--- config.mk ---
export PLATFORM = sky130hd
export DESIGN_NAME = bsg_wormhole_packet_assembler
export DESIGN_NICKNAME = d
export VERILOG_FILES = /design/src/rtl/bsg_wormhole_packet_assembler.sv
export SDC_FILE = /design/constraint.sdc
export NUM_CORES = 1
export LEC_CHECK = 0
export CORE_ASPECT_RATIO = 0.5
export CORE_MARGIN = 2
export CORE_UTILIZATION = 45
export CTS_CLUSTER_SIZE = 25
export DETAILED_ROUTE_END_ITERATION = 12
export PLACE_DENSITY = 0.8
export SETUP_SLACK_MARGIN = 0.1
export SYNTH_ARGS = -nofsm -noshare
export SYNTH_HDL_FRONTEND = slang
export SYNTH_SLANG_ARGS = --single-unit
--- constraint.sdc ---
create_clock -name clk_i -period 2 [get_ports clk_i]
set_input_delay 0.2 -clock clk_i [delete_from_list [all_inputs] [get_ports clk_i]]
set_output_delay 0.2 -clock clk_i [all_outputs]
set_load 0.01 [all_outputs]
--- src/rtl/bsg_wormhole_packet_assembler.sv ---
// Wormhole endpoint consumer: takes one header flit plus len body flits and
// presents the reassembled packet to a client over a valid/yumi handshake.
module bsg_wormhole_packet_assembler #(
  parameter int unsigned flit_width_p        = 32,
  parameter int unsigned cord_width_p        = 6,
  parameter int unsigned len_width_p         = 3,
  parameter int unsigned max_payload_flits_p = 4
) (
  input  logic                                          clk_i,
  input  logic                                          reset_i,
  // link layout: {v, data[flit_width_p-1:0], ready_and_rev}
  input  logic [flit_width_p+1:0]                       link_i,
  output logic [flit_width_p+1:0]                       link_o,
  output logic                                          packet_v_o,
  output logic [flit_width_p-1:0]                       packet_header_o,
  output logic [len_width_p-1:0]                        packet_len_o,
  output logic [max_payload_flits_p*flit_width_p-1:0]   packet_data_o,
  output logic                                          packet_overflow_o,
  input  logic                                          packet_yumi_i
);

  localparam logic [len_width_p-1:0] LP_MAX = len_width_p'(max_payload_flits_p);

  typedef enum logic [1:0] {
    ST_HDR  = 2'd0,
    ST_BODY = 2'd1,
    ST_FULL = 2'd2
  } state_e;

  state_e                                    r_state;
  logic                                      r_ready;
  logic [len_width_p-1:0]                    r_rem;
  logic [len_width_p-1:0]                    r_idx;
  logic [flit_width_p-1:0]                   r_header;
  logic [len_width_p-1:0]                    r_len;
  logic [max_payload_flits_p*flit_width_p-1:0] r_data;
  logic                                      r_ovf;

  logic                    w_v;
  logic [flit_width_p-1:0] w_flit;
  logic                    w_xfer;
  logic [len_width_p-1:0]  w_len;
  logic                    w_unused_rev;

  assign w_v          = link_i[flit_width_p+1];
  assign w_flit       = link_i[flit_width_p:1];
  assign w_unused_rev = link_i[0];
  assign w_xfer       = w_v & r_ready;
  assign w_len        = w_flit[cord_width_p +: len_width_p];

  // ready is its own register so it stays low throughout reset and rises on
  // the first edge after release, while still equalling (state != FULL).
  always_ff @(posedge clk_i or negedge reset_i) begin
    if (!reset_i) begin
      r_state  <= ST_HDR;
      r_ready  <= 1'b0;
      r_rem    <= '0;
      r_idx    <= '0;
      r_header <= '0;
      r_len    <= '0;
      r_data   <= '0;
      r_ovf    <= 1'b0;
    end else begin
      case (r_state)
        ST_HDR: begin
          r_ready <= 1'b1;
          if (w_xfer) begin
            r_header <= w_flit;
            r_len    <= w_len;
            r_data   <= '0;
            r_ovf    <= 1'b0;
            r_idx    <= '0;
            if (w_len == '0) begin
              r_state <= ST_FULL;
              r_ready <= 1'b0;
            end else begin
              r_rem   <= w_len;
              r_state <= ST_BODY;
            end
          end
        end
        ST_BODY: begin
          r_ready <= 1'b1;
          if (w_xfer) begin
            if (r_idx < LP_MAX) begin
              for (int unsigned k = 0; k < max_payload_flits_p; k++) begin
                if (r_idx == len_width_p'(k))
                  r_data[k*flit_width_p +: flit_width_p] <= w_flit;
              end
            end else begin
              r_ovf <= 1'b1;
            end
            r_idx <= r_idx + len_width_p'(1);
            r_rem <= r_rem - len_width_p'(1);
            if (r_rem == len_width_p'(1)) begin
              r_state <= ST_FULL;
              r_ready <= 1'b0;
            end
          end
        end
        ST_FULL: begin
          if (packet_yumi_i) begin
            r_state <= ST_HDR;
            r_ready <= 1'b1;
          end
        end
        default: begin
          r_state <= ST_HDR;
          r_ready <= 1'b0;
        end
      endcase
    end
  end

  assign link_o            = {1'b0, {flit_width_p{1'b0}}, r_ready};
  assign packet_v_o        = (r_state == ST_FULL);
  assign packet_header_o   = r_header;
  assign packet_len_o      = r_len;
  assign packet_data_o     = r_data;
  assign packet_overflow_o = r_ovf;

  a_yumi_legal: assert property (@(posedge clk_i) disable iff (!reset_i)
    packet_yumi_i |-> (r_state == ST_FULL));

endmodule

== Word level (Yosys, flattened, before mapping) ==
Index checks and enable logic that the tools add are counted.
Storage, ports and cells
  input port bits: 37
  flip-flop bits (word level): 173
  output and inout bits: 199
Operators by class
  equality and inequality tests: 17
  $add $sub $neg: 2
  bitwise gates (word level): 1
  muxes and demuxes: 31
  magnitude comparators: 1
  reduce and logical (&&, ||, !) cells: 13
Operator list (number)
  two-way mux 128 bit: 3
  case mux 128 bit (2 select lines): 1
  two-way mux 32 bit: 4
  inequality test 2 bit, second input constant: 10
  AND reduction 5 bit: 4
  two-way mux 3 bit: 5
  case mux 3 bit (2 select lines): 2
  AND reduction 4 bit: 3
  two-way mux 2 bit: 5
  two-way mux 1 bit: 8
  == test 3 x 1 -> 1 bit, second input constant: 2
  == test 3 x 2 -> 1 bit, second input constant: 2
  logical NOT 3 bit: 2
  case mux 2 bit (3 select lines): 1
  adder 3 x 1 -> 3 bit, second input constant: 1
  less-than comparator 3 bit, second input constant: 1
  case mux 1 bit (3 select lines): 1
  AND reduction 3 bit: 1
  subtractor 3 x 1 -> 3 bit, second input constant: 1
  == test 2 x 1 -> 1 bit, second input constant: 1
  == test 2 bit, second input constant: 1
  logical NOT 2 bit: 1
  inequality test 2 x 1 -> 1 bit, second input constant: 1
  case mux 1 bit (2 select lines): 1
  other kinds (3): 3

== Longest topological paths before layout ==
Gate-level depths: netlist of run 1.
  depth after elaboration: 5
  mapped depth: 7

== Least setup slack after synthesis of run 1 ==
No wires, ideal clock.
  path kind: flip-flop to flip-flop
  from: register r_idx[0]
  to: register r_data[96] (netlist: packet_data_o[96])
  arrival: 1.354 ns
  clock period less this slack: 1.481 ns
  setup slack: 0.519 ns
  library setup time: 0.127 ns
  cell stages (with the launch flop): 7
  path through: dfrtp_1 > ha_1 > ha_1 > nor2b_1 > o21ai_4 > buf_2 > o21ai_0
On the way
  longest elaborated chain between the ends: 3
  elaborated cells on any way between the ends: 5
  those cells by class: order compare: 1; eq/ne: 3; reduce/logical: 1
RTL lines
  start: declaration: RTL line 33  | logic [len_width_p-1:0] r_idx;
  start signal: assignment: RTL line 93  | r_idx <= r_idx + len_width_p'(1);
  less-than comparator 3 bit / == test 3 x 2 -> 1 bit (equally long branches): RTL line 85, 87
  inequality test 2 bit (no source line)
  AND reduction 5 bit (no source line) *
  end signal: indexed assignment: RTL line 88  | r_data[k*flit_width_p +: flit_width_p] <= w_flit;
  end: declaration: RTL line 36  | logic [max_payload_flits_p*flit_width_p-1:0] r_data;
Every way passes the cells marked *; elsewhere a longest branch is shown, timed or not.
A chain may end at the register's enable or synchronous reset.

== Final worst setup path of run 1 ==
  from: register r_idx[0]
  to: register r_data[119] (netlist: packet_data_o[119])
Same word-level chain as after synthesis.

==> impl_results.md, run 1 <==
* Outcome: finished, final reports clean
* First-pass GRT wire length at approximately 29000 um
* Sequential share of the synthesized area at 62.8%
* Ys Warns at 0
* Slew Limit Fails at 0
* Post-synth EDFFs at 0
* Crit share post-route at a little under nine tenths
* Fraction of layout cells with a size suffix above 1 at 10.9%
* Delay-heaviest family, CP: compound AO/OA/AOI/OAI gates
* Pin count of the biggest net entering global routing at 56
* Synth Flop Type: dfrtp_1
* CP Class: flip-flop to flip-flop
* Met2 wire length at 9440 um
* Post-Synthesis Cells at 622
* CP dominant cell by count: ha_1
* Area grow syn2layout at 40.8%
* Final nets at 866
* Data arrival, critical path at 2.03 ns
* DRC at 0
* Overflow after GRT at 0
* Via count at a little over 5000
* Int Power at 0.00970 W
* Gate power share at a little over two fifths
* CP required at between 2 and 2.5 ns
* Commonest non-fill, non-tap cells in the layout: clkdlybuf4s50_1, dfrtp_1, nand2_1, o21ai_0, conb_1
* Final Hold Fails at 0
* I/O Pins at 236
* Power Total at 0.0153 W
* Total Die Area at 16100 sq um
* Vias in the first global route at 5296
* R2R Path End: packet_data_o[119]$_DFFE_PN0P_
* # port buffers at 201
* Top layer reached by signal wires: met4
* Max-cap violation count at 0
* Ant diodes at 0
* TritonCTS Buffers at 17
* WL met1 at between 7000 and 8000 um
* VDD IR max at around 0.73 mV
* Worst Path Buf+Inv at 1
* Critical path's slowest cell: dfrtp_1
* Most common cell after layout, fill and taps aside: clkdlybuf4s50_1
* Dpl hpwl at ~13000 um
* Iteration count of the initial detailed-routing pass at 6
* Crit path capture type: flip-flop
* Minimum clock period at 1.70 ns
* RR Startpoint: r_idx[0]$_DFFE_PN0P_
* Clock slew at reported path FFs at 0.07 ns
* Routability congestion estimate at 0.807
* Die height at 90.7 um
* Via density per instance at about 5.0
* Reg2reg path depth at 7
* Hold Crit Class: input port to asynchronous set/reset pin
* Max clock buf depth at 2
* Number of synthesized register bits at 170
* Max Fclk at 588 MHz
* # setup viols final at 0
* Wire length on met3 at a little over 800 um
* Worst setup SP type: flip-flop
* Sequential power share at 35.7%
* Slew @ Worst Pin at 0.506 ns
* Initial antenna violation count at 0
* Synth async-reset ratio at 100%
* DR iter-0 viols at 285
* Row cnt at 31
* P_leak at 4.23 nW
* Clock power share at 20.9%
* Unique cell type count in the Yosys netlist at 31
* Die W at 177 um
* FF-to-FF setup slack at 0.30 ns
* CTS sink cnt at 170
* Sw frac at 36.4%
* Core Footprint at 14600 sq um
* Starting density of the core at 46.4%
* Switching pwr at 0.00555 W
* H-tree depth at 4
* CP Cell Sequence: ha_1 > ha_1 > nor2b_1 > o21ai_4 > buf_12 > nand2_1 > o21ai_0
* Clock root buffer: clkbuf_16
* Worst-path maximum fanout at 21
* Tot GR Track Use at a little under a quarter
* RSZ-0062 raised after global routing: false
* CTS tree: built
* Final clock skew at 0.00951 ns
* Worst-Skew Late Latency at 0.42 ns
* Setup TNS at 0 ns
* WL final at roughly 18000 um
* ANT nets after route at 0
* Avg Cell Area, Syn at 10.9 sq um
* Max stage delay on crit path at 0.40 ns
* Worst slew margin at 66.3%
* Power Dens Cells at 1600 nW/um^2
* Synthesized area at about 6800 sq um
* Fill count at 1100
* Drt wl/cell at between 15 and 20 um
[metal layers]
layer / up-vias / global-route usage (%)
li1: 2397 / -
met1: 2577 / 29.1
met2: 175 / 40.9
met3: 28 / 4.00
met4: 0 / 8.67
met5: - / 0
[worst max-delay path by stage]
stage                     slack, ns                              end  cells past startpoint                   start
after global placement         0.27  packet_header_o[31]$_DFFE_PN0P_                      5              link_i[33]
final                          0.30   packet_data_o[119]$_DFFE_PN0P_                      7    r_idx[0]$_DFFE_PN0P_
after floorplan                0.52    packet_data_o[96]$_DFFE_PN0P_                      6    r_idx[0]$_DFFE_PN0P_
after CTS                      0.13                       packet_v_o                      3  r_state[0]$_DFFE_PN0P_
after global routing           0.21   packet_data_o[102]$_DFFE_PN0P_                      7    r_idx[0]$_DFFE_PN0P_
after detailed placement       0.24    packet_data_o[63]$_DFFE_PN0P_                      6              link_i[33]
[registers in the layout (all words and copies together), names as in the netlist]
| signal | count |
|---|---|
| packet_data_o | 128 |
| packet_header_o | 32 |
| r_idx | 3 |
| r_rem | 3 |
| r_state | 2 |
| packet_overflow_o | 1 |
| r_ready | 1 |
[area by class of cell]
cell class | count | area (sq um) | area share (%)
Clock inverter | 15 | 148 | 1.55
Timing Repair Buffer | 221 | 2290 | 24.1
Clock buffer | 17 | 425 | 4.46
Tap cell | 198 | 248 | 2.60
Sequential cell | 170 | 4250 | 44.6
Inverter | 6 | 22.5 | 0.236
Multi-Input combinational cell | 406 | 2140 | 22.5
[power by group through the flow]
stage                     registers, W  logic, W  clock network (W)
final                          0.00544   0.00662            0.00319
after global routing           0.00561   0.00716            0.00339
after CTS                      0.00545   0.00667            0.00323
after detailed placement       0.00550   0.00660                  0
after global placement         0.00542   0.00640                  0
after floorplan                0.00598   0.00252                  0
[cell families (layout without fill, tap and decap cells)]
logic type	Yosys count	in the layout	synth area share [%]
buffers and inverters	78	259	7.37
AO/OA/AOI/OAI	151	151	12.3
AND/OR/NAND/NOR	183	183	10.9
other	1	33	0.0554
flip-flops	170	170	62.8
adder cells (fa/ha/maj)	7	7	1.29
multiplexers	32	32	5.32
[through the flow]
stage	setup WS [ns]	util (%)	instances	hold WS (ns)	instance area (sq um)
final	0.298	65.4	1033	0.280	9530
after global routing	0.214	65.4	1033	0.340	9530
after CTS	0.135	65.3	1032	0.311	9520
after detailed placement	0.244	61.3	999	0.184	8940
after global placement	0.273	61.3	999	0.179	8940
after floorplan	0.519	-	654	-0.0956	6890
[synth_stat cells, types with 5 or more instances]
library cell  count  area (sq um)
buf_2            22           110
o21ai_0         124           621
nand2_1         162           608
inv_1             5          18.8
ha_1              7          87.6
buf_4            44           330
mux2_2           30           338
nor2b_1           6          37.5
dfrtp_1         170          4250
o21ai_1          12          60.1
clkbuf_2          5          25.0
[repair_timing]
item / 4_1_cts / 5_1_grt
hold buffers: 1 / 0
buffers inserted: 0 / 1
hold endpoints to repair: 50 / 0
resized for setup: 0 / 1
setup endpoints to repair: 0 / 2
(Power assumes the default switching activity.)
==> run 2, diff against run 1 <==
--- a/config.mk
+++ b/config.mk
@@ -6,7 +6,7 @@
 export NUM_CORES = 1
 export LEC_CHECK = 0
 export CORE_ASPECT_RATIO = 0.5
-export CORE_MARGIN = 2
+export CORE_MARGIN = 3
 export CORE_UTILIZATION = 45
 export CTS_CLUSTER_SIZE = 25
 export DETAILED_ROUTE_END_ITERATION = 12
==> run 2 against run 1 <==
Compared with the run above: final cell count fell by 0.77%; critical path depth fell by 4; worst hold slack improved by 0.079 ns; largest cell class unchanged; critical path type is now flip-flop to output pin; routed wire length rose by 0.95%; combinational power fell by 1%; non-clock buffer count fell by 2; first-iteration DRC count fell by 16%; setup slack got worse by 0.12 ns; highest routed layer unchanged.
==> impl_results.md, run 2 (same netlist as run 1, synthesis figures left out) <==
* Core Footprint at 14100 sq um
* Outcome: finished, final reports clean
* RSZ-0062 raised after global routing: false
* H-tree depth at 4
* Setup TNS at 0 ns
* Via density per instance at approximately 5
* CTS sink cnt at 170
* Clock slew at reported path FFs at around 0.080 ns
* Slew @ Worst Pin at 0.603 ns
* Die height at 92.7 um
* Worst setup startpoint: r_state[0]$_DFFE_PN0P_
* Clock root buffer: clkbuf_16
* Reg2reg path depth at 7
* Max-cap violation count at 0
* Vias in the first global route at 5325
* Final clock skew at 0.00978 ns
* Data arrival, critical path at 1.62 ns
* Minimum clock period at 1.82 ns
* TritonCTS Buffers at 17
* Row cnt at 30
* Ant diodes at 0
* Pin count of the biggest net entering global routing at 62
* Slew Limit Fails at 0
* Routability congestion estimate at 0.828
* Overflow after GRT at 0
* R2R Path End: packet_data_o[103]$_DFFE_PN0P_
* Via count at about 5100
* Fraction of layout cells with a size suffix above 1 at 10.8%
* Max reg flops at 128
* ANT nets after route at 0
* # setup viols final at 0
* Crit path capture type: output pin
* Worst slew margin at 59.8%
* Crit share post-route at 91.0%
* Hold WS at 0.359 ns
* DRC at 0
* Initial antenna violation count at 0
* CTS tree: built
* CP required at between 1.5 and 2 ns
* WL final at 18000 um
* CP endpoint: packet_v_o
* Area grow syn2layout at 41.1%
* Tot GR Track Use at 22.1%
* Max Fclk at around 550 MHz
* Hold Crit Class: input port to asynchronous set/reset pin
* First-pass GRT wire length at around 29000 um
* Starting density of the core at 48.0%
* Most common cell after layout, fill and taps aside: clkdlybuf4s50_1
* Worst setup SP type: flip-flop
* I/O Pins at roughly 240
* Worst-Skew Late Latency at approximately 0.42 ns
* VDD IR max at 0.754 mV
* CP Class: flip-flop to output pin
* Iteration count of the initial detailed-routing pass at 4
* FF-to-FF setup slack at 0.25 ns
* P_leak at between 4 and 5 nW
* DR iter-0 viols at 239
* Final nets at 864
* Power Dens Cells at 1620 nW/um^2
* Die W at 179 um
* Max clock buf depth at 2
* Worst-path maximum fanout at 6
* Dpl hpwl at roughly 13000 um
* Commonest non-fill, non-tap cells in the layout: clkdlybuf4s50_1, dfrtp_1, nand2_1, o21ai_0, conb_1
* RR Startpoint: r_idx[0]$_DFFE_PN0P_
* Drt wl/cell at 17.6 um
* # port buffers at ~200
* Total Die Area at ~17000 sq um
* Final Hold Fails at 0
-- run 2: report_power, final --
part	leakage, nW	internal (W)	total, W	switching (W)
Clock	0.307	0.00192	0.00346	0.00154
Combinational	1.73	0.00327	0.00653	0.00326
Sequential	2.18	0.00472	0.00545	0.000729
Total	4.22	0.00992	0.0154	0.00553
-- run 2: layout make-up --
| type | instances | area [sq um] |
|---|---|---|
| well taps | 192 | 240 |
| fillers | 1012 | 4560 |
| multi-input cells | 406 | 2140 |
| inverters | 6 | 22.5 |
| repair buffers | 219 | 2280 |
| flip-flops and latches | 170 | 4260 |
| clock inverters | 15 | 196 |
| clock buffers | 17 | 425 |
-- run 2: worst max-delay path, cell delays in order, from the launching register on --
cell	delay, ns
dfrtp_2	0.40
buf_4	0.16
nor2b_1	0.10
clkdlybuf4s50_1	0.54
-- run 2: timing repair --
item,CTS,global route
setup buffers,1,0
hold buffers,1,0
resized for setup,1,0
hold endpoints to repair,57,0
setup endpoints to repair,1,0
-- run 2: worst min path at each step --
stage	start	end	cells past startpoint
after floorplan	reset_i	packet_data_o[0]$_DFFE_PN0P_	0
after global placement	reset_i	r_state[0]$_DFFE_PN0P_	1
after detailed placement	reset_i	r_state[1]$_DFFE_PN0P_	1
after CTS	reset_i	packet_data_o[29]$_DFFE_PN0P_	2
after global routing	reset_i	packet_data_o[29]$_DFFE_PN0P_	2
final	reset_i	packet_data_o[29]$_DFFE_PN0P_	2
-- run 2: metal layers --
metal | wire (um) | part of all wire, % | vias up | track usage (%)
met4 | 490 | 2.7 | 0 | 9.20
li1 | - | - | 2392 | -
met5 | 0 | 0 | - | 0
met3 | 876 | 4.9 | 37 | 4.08
met1 | 7520 | 42 | 2555 | 27.4
met2 | 9150 | 51 | 156 | 38.7
-- run 2: per-stage QoR --
stage | instances | area [sq um] | total power (W) | setup WS [ns] | util, %
final | 1025 | 9560 | 0.0154 | 0.180 | 67.7
after floorplan | 654 | 6890 | 0.00850 | 0.519 | -
after global placement | 991 | 8920 | 0.0118 | 0.256 | 63.2
after global routing | 1025 | 9560 | 0.0164 | 0.103 | 67.7
after detailed placement | 991 | 8920 | 0.0120 | 0.226 | 63.2
after CTS | 1025 | 9560 | 0.0156 | 0.168 | 67.7
==> run 3, diff against run 2 <==
--- a/config.mk
+++ b/config.mk
@@ -11,6 +11,7 @@
 export CTS_CLUSTER_SIZE = 25
 export DETAILED_ROUTE_END_ITERATION = 12
 export PLACE_DENSITY = 0.8
+export RECOVER_POWER = 25
 export SETUP_SLACK_MARGIN = 0.1
 export SYNTH_ARGS = -nofsm -noshare
 export SYNTH_HDL_FRONTEND = slang
==> run 3 against run 2 <==
Compared with the run above: clock skew about the same; non-clock buffer count unchanged; clock-buffer cell count unchanged; die area unchanged; fmax down 0.16%; first-iteration DRC count unchanged; setup slack worse by 0.0029 ns; sequential cell count unchanged; worst hold slack worse by 0.0077 ns; clock power about the same; largest power group unchanged; highest routed layer unchanged.
==> impl_results.md, run 3 (same netlist as run 1, synthesis figures left out) <==
* Outcome: finished, final reports clean
* Power Dens Cells at ~1600 nW/um^2
* CTS tree: built
* Worst setup SP type: flip-flop
* Slew Limit Fails at 0
* RR Startpoint: r_idx[0]$_DFFE_PN0P_
* Final Hold Fails at 0
* Cell area after placement at between 8000 and 9000 sq um
* # setup viols final at 0
* Delay-heaviest family, CP: buffers and inverters
* Gate power share at approximately 42%
* Drt wl/cell at 17.6 um
* Row cnt at 30
* CP required at 1.80 ns
* Die height at 92.7 um
* Fraction of layout cells with a size suffix above 1 at a little over a tenth
* Int Power at 0.00991 W
* Max reg flops at 128
* Max Fclk at 549 MHz
* Worst Path Buf+Inv at 2
* Critical path's slowest cell: clkdlybuf4s50_1
* Iteration count of the initial detailed-routing pass at 4
* First-pass GRT wire length at ~29000 um
* CP Class: flip-flop to output pin
* Area grow syn2layout at 40.6%
* Pin count of the biggest net entering global routing at 62
* Clock root buffer: clkbuf_16
* Dpl hpwl at 12700 um
* H-tree depth at 4
* Total Die Area at 16600 sq um
* CP Cell Sequence: buf_4 > nor2b_1 > clkdlybuf4s50_1
* Max stage delay on crit path at 0.54 ns
* Commonest non-fill, non-tap cells in the layout: clkdlybuf4s50_1, dfrtp_1, nand2_1, o21ai_0, conb_1
* Data arrival, critical path at 1.62 ns
* Hold Crit Class: input port to asynchronous set/reset pin
* Minimum clock period at 1.82 ns
* Sequential power share at 35.3%
* Max clock buf depth at 2
* Reg2reg path depth at 6
* Tot GR Track Use at 22.1%
* DR iter-0 viols at 239
* Final nets at between 800 and 900
* DRC at 0
* Starting density of the core at 48.0%
* Worst-Skew Late Latency at roughly 0.42 ns
* Met2 usage at between 30% and 40%
* P_leak at roughly 4.2 nW
* Via count at 5142
* Die W at ~180 um
* Most common cell after layout, fill and taps aside: clkdlybuf4s50_1
* Post-Layout Inst Area at 9520 sq um
* # port buffers at 201
* R2R Path End: packet_data_o[115]$_DFFE_PN0P_
* Clock power share at 22.5%
* FF-to-FF setup slack at 0.24 ns
* Slew @ Worst Pin at 0.826 ns
* GR Util met3 at 4.08%
* Met1 usage at 27.4%
* CTS sink cnt at 170
* Initial antenna violation count at 0
* Routability congestion estimate at 0.828
* TritonCTS Buffers at 17
* Sw frac at a little over a third
* Ant diodes at 0
* RSZ-0062 raised after global routing: false
* Switching pwr at 0.00554 W
* Worst slew margin at 44.9%
* Via density per instance at around 5
* Setup TNS at 0 ns
* Worst-path maximum fanout at 6
* Final clock skew at 0.00944 ns
* Core Footprint at 14100 sq um
* Max-cap violation count at 0
* ANT nets after route at 0
* WL final at 18100 um
* I/O Pins at 236
* Clock slew at reported path FFs at 0.08 ns
* Vias in the first global route at between 5000 and 6000
* Crit share post-route at 91.1%
* Crit path capture type: output pin
* Grt peak-use layer: met2
* Overflow after GRT at 0
* WP depth at 3
* VDD IR max at 0.756 mV
run 3: cell type report:
cell class	instances	area, sq um
Clock buffer	17	425
Timing Repair Buffer	219	2240
Sequential cell	170	4260
Multi-Input combinational cell	406	2140
Fill cell	1018	4590
Tap cell	192	240
Inverter	6	22.5
Clock inverter	15	196
run 3: routing by layer:
metal  routed length, um  vias to the layer above
met4                 456                        0
met3                 800                       33
met5                   0                        -
met2                9250                      151
li1                    -                     2388
met1                7560                     2570
run 3: worst max-delay path by stage:
stage                      startpoint                              end  slack, ns
3_3_place_gp               link_i[33]  packet_header_o[31]$_DFFE_PN0P_       0.26
2_1_floorplan    r_idx[0]$_DFFE_PN0P_    packet_data_o[96]$_DFFE_PN0P_       0.52
4_1_cts        r_state[0]$_DFFE_PN0P_                       packet_v_o       0.17
3_5_place_dp     r_idx[0]$_DFFE_PN0P_   packet_data_o[115]$_DFFE_PN0P_       0.23
5_1_grt          r_idx[0]$_DFFE_PN0P_   packet_data_o[103]$_DFFE_PN0P_       0.10
6_report       r_state[0]$_DFFE_PN0P_                       packet_v_o       0.18
run 3: metrics by stage:
stage          util (%)  hold slack (ns)  instances  total power, W  setup WS, ns
2_1_floorplan         -          -0.0956        654         0.00850         0.519
3_3_place_gp       63.2            0.224        991          0.0118         0.256
3_5_place_dp       63.2            0.234        991          0.0120         0.226
4_1_cts            67.7            0.353       1025          0.0156         0.168
5_1_grt            67.5            0.392       1025          0.0164         0.103
6_report           67.5            0.351       1025          0.0155         0.177
run 3: what timing repair did:
item,in CTS,in global routing
setup buffers,1,0
endpoints found under the hold margin,57,0
resized for setup,1,0
setup endpoints to repair,1,0
hold buffers,1,0
run 3: worst register-to-register path, cell delays in order, from the launching register on:
cell and delay (ns):
dfrtp_1 0.40, ha_1 0.21, ha_1 0.16, nor2b_1 0.14
o21ai_4 0.27, buf_12 0.27, o21ai_0 0.17
run 3: power by group through the flow:
| stage | Sequential [W] | Combinational [W] | Clock [W] |
|---|---|---|---|
| after floorplan | 0.00598 | 0.00252 | 0 |
| after global placement | 0.00545 | 0.00635 | 0 |
| after detailed placement | 0.00551 | 0.00652 | 0 |
| after CTS | 0.00546 | 0.00661 | 0.00352 |
| after global routing | 0.00563 | 0.00707 | 0.00368 |
| final | 0.00545 | 0.00653 | 0.00347 |
